===== src/rtl/argmax_pkg.sv =====
// Shared types and helpers for the argmax classification stage.
package argmax_pkg;

  typedef enum logic {ACCUM, DONE} argmax_state_t;

  function automatic int idx_width(input int m);
    return $clog2(m);
  endfunction

endpackage


===== src/rtl/argmax_cmp.sv =====
// Combinational running-max update for one accepted element.
// The second-best path exists only when ARGMAX_MARGIN_EN is defined.
module argmax_cmp #(
  parameter int T  = 16,
  parameter int IW = 3
) (
  input  logic signed [T-1:0] best_val,
  input  logic        [IW-1:0] best_idx,
`ifdef ARGMAX_MARGIN_EN
  input  logic signed [T-1:0] second_val,
  output logic signed [T-1:0] nxt_second_val,
`endif
  input  logic signed [T-1:0] input_data,
  input  logic        [IW-1:0] cnt,
  input  logic                first,
  output logic signed [T-1:0] nxt_best_val,
  output logic        [IW-1:0] nxt_best_idx
);

  // Strict greater-than keeps the earliest index on ties.
  always_comb begin
    nxt_best_val = best_val;
    nxt_best_idx = best_idx;
`ifdef ARGMAX_MARGIN_EN
    nxt_second_val = second_val;
`endif
    if (first) begin
      nxt_best_val = input_data;
      nxt_best_idx = '0;
`ifdef ARGMAX_MARGIN_EN
      nxt_second_val = {1'b1, {(T-1){1'b0}}};
`endif
    end else if (input_data > best_val) begin
      nxt_best_val = input_data;
      nxt_best_idx = cnt;
`ifdef ARGMAX_MARGIN_EN
      nxt_second_val = best_val;
`endif
    end
`ifdef ARGMAX_MARGIN_EN
    else if (input_data > second_val) begin
      nxt_second_val = input_data;
    end
`endif
  end

endmodule


===== src/rtl/argmax_stream.sv =====
// Streaming argmax over M signed T-bit elements; one result beat per vector.
// Optional ARGMAX_MARGIN_EN adds output_margin = best minus second-best.
module argmax_stream
  import argmax_pkg::*;
#(
  parameter  int M  = 8,
  parameter  int T  = 16,
  localparam int IW = idx_width(M)
) (
  input  logic                clk,
  input  logic                reset,
  input  logic                input_valid,
  output logic                input_ready,
  input  logic signed [T-1:0] input_data,
  output logic                output_valid,
  input  logic                output_ready,
  output logic        [IW-1:0] output_index,
`ifdef ARGMAX_MARGIN_EN
  output logic        [T:0]   output_margin,
`endif
  output logic signed [T-1:0] output_max
);

  argmax_state_t       state;
  logic [IW-1:0]       cnt;
  logic signed [T-1:0] best_val;
  logic [IW-1:0]       best_idx;
  logic signed [T-1:0] nxt_best_val;
  logic [IW-1:0]       nxt_best_idx;
  logic                first;
  logic                accept;
  logic                last;

`ifdef ARGMAX_MARGIN_EN
  logic signed [T-1:0] second_val;
  logic signed [T-1:0] nxt_second_val;

  // Sign-extend both operands; best >= second always, so the difference fits unsigned.
  function automatic logic [T:0] margin_of(input logic signed [T-1:0] b,
                                           input logic signed [T-1:0] s);
    return {b[T-1], b} - {s[T-1], s};
  endfunction
`endif

  assign first  = (cnt == '0);
  assign last   = (cnt == IW'(M - 1));
  assign accept = input_valid && input_ready;

  argmax_cmp #(.T(T), .IW(IW)) u_cmp (
    .best_val       (best_val),
    .best_idx       (best_idx),
`ifdef ARGMAX_MARGIN_EN
    .second_val     (second_val),
    .nxt_second_val (nxt_second_val),
`endif
    .input_data     (input_data),
    .cnt            (cnt),
    .first          (first),
    .nxt_best_val   (nxt_best_val),
    .nxt_best_idx   (nxt_best_idx)
  );

  // Handshake flags are registered state decodes, never combinational from the peer.
  always_ff @(posedge clk or negedge reset) begin
    if (!reset) begin
      state        <= ACCUM;
      cnt          <= '0;
      best_val     <= '0;
      best_idx     <= '0;
`ifdef ARGMAX_MARGIN_EN
      second_val   <= '0;
`endif
      input_ready  <= 1'b1;
      output_valid <= 1'b0;
    end else begin
      case (state)
        ACCUM: begin
          if (accept) begin
            best_val <= nxt_best_val;
            best_idx <= nxt_best_idx;
`ifdef ARGMAX_MARGIN_EN
            second_val <= nxt_second_val;
`endif
            if (last) begin
              cnt          <= '0;
              state        <= DONE;
              input_ready  <= 1'b0;
              output_valid <= 1'b1;
            end else begin
              cnt <= cnt + IW'(1);
            end
          end
        end
        DONE: begin
          if (output_ready) begin
            state        <= ACCUM;
            input_ready  <= 1'b1;
            output_valid <= 1'b0;
          end
        end
        default: begin
          state        <= ACCUM;
          input_ready  <= 1'b1;
          output_valid <= 1'b0;
        end
      endcase
    end
  end

  assign output_index = best_idx;
  assign output_max   = best_val;
`ifdef ARGMAX_MARGIN_EN
  assign output_margin = margin_of(best_val, second_val);
`endif

endmodule


===== config.mk =====
export PLATFORM = sky130hd
export DESIGN_NAME = argmax_stream
export DESIGN_NICKNAME = d
export VERILOG_FILES = /design/src/rtl/argmax_pkg.sv /design/src/rtl/argmax_cmp.sv /design/src/rtl/argmax_stream.sv
export SDC_FILE = /design/constraint.sdc
export NUM_CORES = 1
export LEC_CHECK = 0
export BUFFER_PORTS_ARGS = -buffer_cell sky130_fd_sc_hd__buf_2
export CAP_MARGIN = 30
export CORE_MARGIN = 1
export CORE_UTILIZATION = 45
export CTS_BUF_LIST = sky130_fd_sc_hd__clkbuf_8
export DETAILED_ROUTE_END_ITERATION = 8
export GPL_TIMING_DRIVEN = 1
export PLACE_DENSITY_LB_ADDON = 0.2
export SETUP_SLACK_MARGIN = 0.2
export SYNTH_ARGS = -nofsm -noshare
export SYNTH_HDL_FRONTEND = slang
export SYNTH_SLANG_ARGS = --single-unit

===== constraint.sdc =====
create_clock -name clk -period 2.5 [get_ports clk]
set_input_delay 0 -clock clk [delete_from_list [all_inputs] [get_ports clk]]
set_output_delay 0 -clock clk [all_outputs]
set_load 0.005 [all_outputs]

==> impl_metrics.ini, run 1 <==
[synth]
yosysTopAreaCell = dfrtp_1
async_flop_share_pct = 100
netlist_top_cells_count = 24 x dfrtp_1, 21 x inv_1, 19 x ha_1
synth_top_cell_area_share_pct = 40.6
synth_seq_cells = 25
ys.flop_type = dfrtp_1
synth_most_common_cell = dfrtp_1
synth-edff-count = 0
yosysWarnings = 0
yosysSeqAreaShare_pct = 42.4
ys_types = 28
syn_nets = 165
syn_area_mm2 = 0.00148
synth.avg_cell_area_um2 = 11.7
synth_area_leaders = dfrtp_1 41%, ha_1 16%, mux2_4 8.1%
syn-instance-count = 126

[detailed_routing]
dr_wl_met3_um = 94
wl_met2_um = 1590
drt_iter0_drc = 30
wire_per_inst_um = 13.1
dr.pass1.iters = 4
drcViolationCount = 0
vias_per_cell = 4.97
highest-signal-layer = met4
vias = 1178
drt_wl_total_um = 3100
wl_met1_um = 1360
ant_nets = 0

[setup_path]
reg2reg_depth = 9
rrSetupSlack_ns = 0.26
crit_buf_inv = 2
required_ns = 2.66
start_kind = register
timing.rr.end = output_max[0]
critical_path_class = reg2reg
crit_family = compound AO/OA/AOI/OAI gates
crit_fanout = 5
slowest_delay_ns = 0.48
slowest_stage = a2111o_1
arrival_ns = 2.40
r2r-start = output_max[1]
crit_path_end_kind = register
crit_chain = inv_2, ha_4, nor2b_4, o211ai_1, a2111o_1, a31oi_4, nor2_4, buf_6, mux2_4

[timing]
hold_viol = 0
fmax_ghz = 0.447
slew_headroom_pct = 62.8
setup_viol = 0
worst_slew_pin_slew_ns = 0.559
finalClockSkew_ns = 0.00315
drv_slew = 0
min_period_ns = 2.24
setup-tns-final_ns = 0
fin_crit_sh_pct = 89.6
rsz0062_at_grt = yes

[layout]
diodes = 0
drive_gt1_share_pct = 39.4
post-route-util_pct = 66.0
nets = 233
fillers = 250
syn_to_final_growth_pct = 37.5

[floorplan]
dieArea_mm2 = 0.00352
io_pins = 41
core-area_mm2 = 0.00308
start_util_pct = 48.0
dieHeight_um = 59.3
rows = 20
die_x_um = 59.3

[grt]
grt_pass1_wl_um = 5110
antenna_found_initial = 0
track_usage_pct = 19.7
gr-total-overflow = 0
grt_max_degree = 26
grt_pass1_vias = 1189

[clock_tree]
cts_buffer_depth = 2
clkLatencyLatePin_ns = 0.27
cts_buffers = 3
cts_tree = yes
cts_root_buf = clkbuf_8
h-tree-depth = 1
path_clk_slew_ns = 0.08
cts.sinks = 25

[run]
drv_cap = 0

[hold_path]
hp-class = in2reg
worst_hold_path.endpoint = input_ready
hold-path-cell-count = 4
min_from = input_valid

[status]
status = complete, no violations

[power_and_ir_drop]
peakVddDrop_uv = 393
p_leak_nw = 1.05
power.density_mw_per_mm2 = 600

[place]
place_congestion = 0.767
hpwl_um = 2230
portBuffers = 40
==> cells by family (layout without fill, tap and decap cells) <==
logic type / count (synthesis) / count (layout) / synth area share [%]
fa+ha+maj: 19 / 19 / 16.1
buf+inv: 22 / 89 / 6.35
mux: 18 / 18 / 15.7
flops: 25 / 25 / 42.4
simple gates: 20 / 20 / 6.94
compound gates: 22 / 22 / 12.4
==> flip-flops by register name, summed over array words and instances (netlist names) <==
signal / flops
cnt: 3
output_valid: 1
state: 1
output_max: 16
output_index: 3
input_ready: 1
==> cell usage in the layout (no fill, tap or decap), drive strengths merged <==
| master | netlist | final |
|---|---|---|
| o21a | 1 | 1 |
| a2111oi | 1 | 1 |
| nor2b | 1 | 1 |
| o211ai | 1 | 1 |
| nand3 | 1 | 1 |
| mux2 | 18 | 18 |
| nor3 | 1 | 1 |
| dlygate4sd3 | 0 | 18 |
| inv | 21 | 22 |
| ha | 19 | 19 |
| nor2 | 5 | 5 |
| a32o | 2 | 2 |
| nand4 | 4 | 4 |
| a21o | 2 | 2 |
| a2bb2oi | 1 | 1 |
| nor4 | 1 | 1 |
| a2111o | 1 | 1 |
| a21oi | 6 | 6 |
| buf | 1 | 46 |
| o21ai | 4 | 4 |
| nand2b | 1 | 1 |
| o22ai | 1 | 1 |
| dfstp | 1 | 1 |
| a211o | 1 | 1 |
| clkbuf | 0 | 3 |
| a31oi | 1 | 1 |
| dfrtp | 24 | 24 |
| nand2 | 6 | 6 |
==> worst reg2reg max path, cell delays in order (launching register included) <==
cell and delay, ns:
dfrtp_1 0.38, inv_2 0.05, ha_4 0.26, nor2b_4 0.12, o211ai_1 0.10, a2111o_1 0.48
a31oi_4 0.25, nor2_4 0.06, buf_6 0.14, mux2_4 0.29
==> report_power, final <==
group          total, mW  switching (mW)  internal [mW]  leakage [nW]
Combinational      0.450           0.199          0.250         0.702
Clock              0.235           0.125          0.110        0.0269
Sequential         0.535          0.0577          0.478         0.324
Total               1.22           0.382          0.838          1.05
==> per-stage QoR <==
stage / hold WS, ns / power [mW] / instances / setup slack [ns] / cell area (µm²)
after CTS: 0.0442 / 1.22 / 236 / 0.214 / 1990
after global routing: 0.0748 / 1.32 / 237 / 0.183 / 2030
after floorplan: -0.296 / 0.798 / 126 / 0.243 / 1480
after global placement: 0.0139 / 0.931 / 213 / 0.270 / 1750
final: 0.0480 / 1.22 / 237 / 0.260 / 2030
after detailed placement: 0.0322 / 0.949 / 213 / 0.169 / 1750
==> worst max path at each step <==
stage / from / to / depth (start not counted)
after detailed placement: output_max[14] / output_max[8] / 9
after global routing: output_max[1] / output_max[5] / 9
after global placement: output_max[1] / output_max[5] / 9
after CTS: output_max[13] / output_max[8] / 8
after floorplan: output_max[13] / output_max[0] / 8
final: output_max[1] / output_max[0] / 9
==> layer usage <==
metal	GRT usage (%)	up-vias
met4	8.50	0
met3	3.06	5
met5	0	-
li1	-	581
met1	22.9	568
met2	35.5	24
==> final cells by class <==
| cell class | count | area [µm²] | area share [%] |
|---|---|---|---|
| clock inverters | 1 | 3.75 | 0.185 |
| clock buffers | 3 | 41.3 | 2.03 |
| well taps | 44 | 55.1 | 2.71 |
| multi-input cells | 79 | 790 | 38.9 |
| flip-flops and latches | 25 | 627 | 30.8 |
| repair buffers | 64 | 437 | 21.5 |
| inverters | 21 | 78.8 | 3.88 |
==> timing repair <==
item	4_1_cts	5_1_grt
hold endpoints to repair	42	0
endpoints found under the setup margin	16	16
pin swaps	2	5
buffers inserted	1	1
resized for setup	2	7
hold buffers	18	0
(Power assumes the default switching activity.)
==> inputs of run 2 (changes only) <==
--- a/config.mk
+++ b/config.mk
@@ -11,7 +11,7 @@
 export CORE_UTILIZATION = 45
 export CTS_BUF_LIST = sky130_fd_sc_hd__clkbuf_8
 export DETAILED_ROUTE_END_ITERATION = 8
-export GPL_TIMING_DRIVEN = 1
+export GPL_TIMING_DRIVEN = 0
 export PLACE_DENSITY_LB_ADDON = 0.2
 export SETUP_SLACK_MARGIN = 0.2
 export SYNTH_ARGS = -nofsm -noshare
==> impl_metrics.ini, run 2 (synthesis results as in run 1) <==
[setup_path]
slowest_delay_ns = 0.39
critical_path_class = reg2reg
crit_path_end_kind = register
start_kind = register
crit_chain = inv_2, ha_4, nand4_1, nor4_2, a211o_1, a31oi_4, nor2_4, buf_12, mux2_2
arrival_ns = 2.43
crit_fanout = 8
required_ns = 2.66
slowest_stage = dfrtp_1

[floorplan]
die_x_um = 59.3
io_pins = 41
dieHeight_um = 59.3
dieArea_mm2 = 0.00352
start_util_pct = 48.0
core-area_mm2 = 0.00308
rows = 20

[detailed_routing]
drt_wl_total_um = 3210
wire_per_inst_um = 13.5
drt_iter0_drc = 31
ant_nets = 0
dr.pass1.iters = 4
drcViolationCount = 0
vias = 1174
vias_per_cell = 4.95

[run]
drv_cap = 0

[layout]
largest_reg_flops = 16
drive_gt1_share_pct = 41.5
syn_to_final_growth_pct = 40.1
multi_input_area_um2 = 811
ff_latch_area_um2 = 627
nets = 233
final_common_cell = buf_2
stdcell_count = 237
final_cell_mix = 40 x buf_2, 24 x dfrtp_1, 18 x inv_1, 18 x dlygate4sd3_1, 16 x ha_1
fillers = 247
diodes = 0
post-route-util_pct = 67.3

[place]
dp.cells = 210
hpwl_um = 2240
portBuffers = 40
place_congestion = 0.751

[clock_tree]
cts.sinks = 25
h-tree-depth = 1
cts_tree = yes
cts_buffers = 3
cts_buffer_depth = 2
clkLatencyLatePin_ns = 0.27
path_clk_slew_ns = 0.09
cts_root_buf = clkbuf_8

[status]
status = complete, no violations

[timing]
rsz0062_at_grt = yes
slew_headroom_pct = 63.2
fin_crit_sh_pct = 90.9
setup-tns-final_ns = 0
setup_viol = 0
hold_viol = 0
finalClockSkew_ns = 0.00467
drv_slew = 0
worst_slew_pin_slew_ns = 0.552
min_period_ns = 2.27
fmax_ghz = 0.440

[power_and_ir_drop]
power.density_mw_per_mm2 = 613
p_total_mw = 1.27
p_leak_nw = 1.06
peakVddDrop_uv = 432

[hold_path]
hp-class = in2reg

[grt]
antenna_found_initial = 0
gr-total-overflow = 0
grt_pass1_wl_um = 5180
track_usage_pct = 19.9
grt_max_degree = 26
grt_pass1_vias = 1178
## run 2: changes by cell type in the layout (fill, tap and decap cells not counted), sizes merged
| cell | change |
|---|---|
| inv | -1 |
| clkinvlp | +1 |
## run 2: layer usage
layer  wire length (µm)  global-route usage (%)  vias to the layer above
met5                  0                       0                        -
met1               1360                    23.2                      568
met4                 18                    3.06                        0
li1                   -                       -                      580
met3                108                    4.80                        2
met2               1730                    37.1                       24
## run 2: worst max-delay path: cells and delay by family (launching register included)
family / cells / cell delay [ns]
AOI/OAI and AO/OA: 2 / 0.24
adders and majority gates: 1 / 0.27
buffers and inverters: 2 / 0.21
DFF: 1 / 0.39
muxes: 1 / 0.33
and+or+nand+nor: 3 / 0.73
## run 2: final timing paths
| path | startpoint | end | slack (ns) | cells after the start |
|---|---|---|---|---|
| worst max-delay path | output_max[14] | output_max[11] | 0.23 | 9 |
| worst min-delay path | input_valid | input_ready | 0.03 | 4 |
| worst max register to register | output_max[14] | output_max[11] | 0.23 | 9 |
| worst min register to register | output_index[0] | output_index[0] | 0.49 | 1 |
| max in group asynchronous | reset | input_ready | 1.88 | 2 |
| min in group asynchronous | reset | output_valid | 0.25 | 2 |
## run 2: where the power goes
part / leakage (nW) / total [mW] / internal [mW] / switching (mW)
combinational: 0.712 / 0.490 / 0.272 / 0.218
clock: 0.0217 / 0.244 / 0.113 / 0.131
sequential: 0.324 / 0.535 / 0.477 / 0.0570
total: 1.06 / 1.27 / 0.862 / 0.407
## run 2: per-stage QoR
stage	hold WS, ns	area [µm²]	worst slack (ns)
after detailed placement	0.0274	1730	0.00414
after CTS	0.0269	1990	0.201
final	0.0330	2070	0.226
after floorplan	-0.296	1480	0.243
after global placement	0.0115	1730	0.0906
after global routing	0.0941	2070	0.157
## run 2: cell type report
cell class                 instances  area share [%]
multi-input combinational         79            39.2
sequential                        25            30.3
timing repair buffer              63            20.8
inverter                          21            3.81
tap                               44            2.66
clock buffer                       3            1.99
buffer                             1           0.967
clock inverter                     1           0.363
## run 2: timing repair
action | CTS | global route
hold buffers | 18 | 0
endpoints found under the setup margin | 18 | 18
pin swaps | 3 | 7
gates resized for setup | 1 | 9
hold endpoints to repair | 42 | 0
setup buffers | 1 | 4
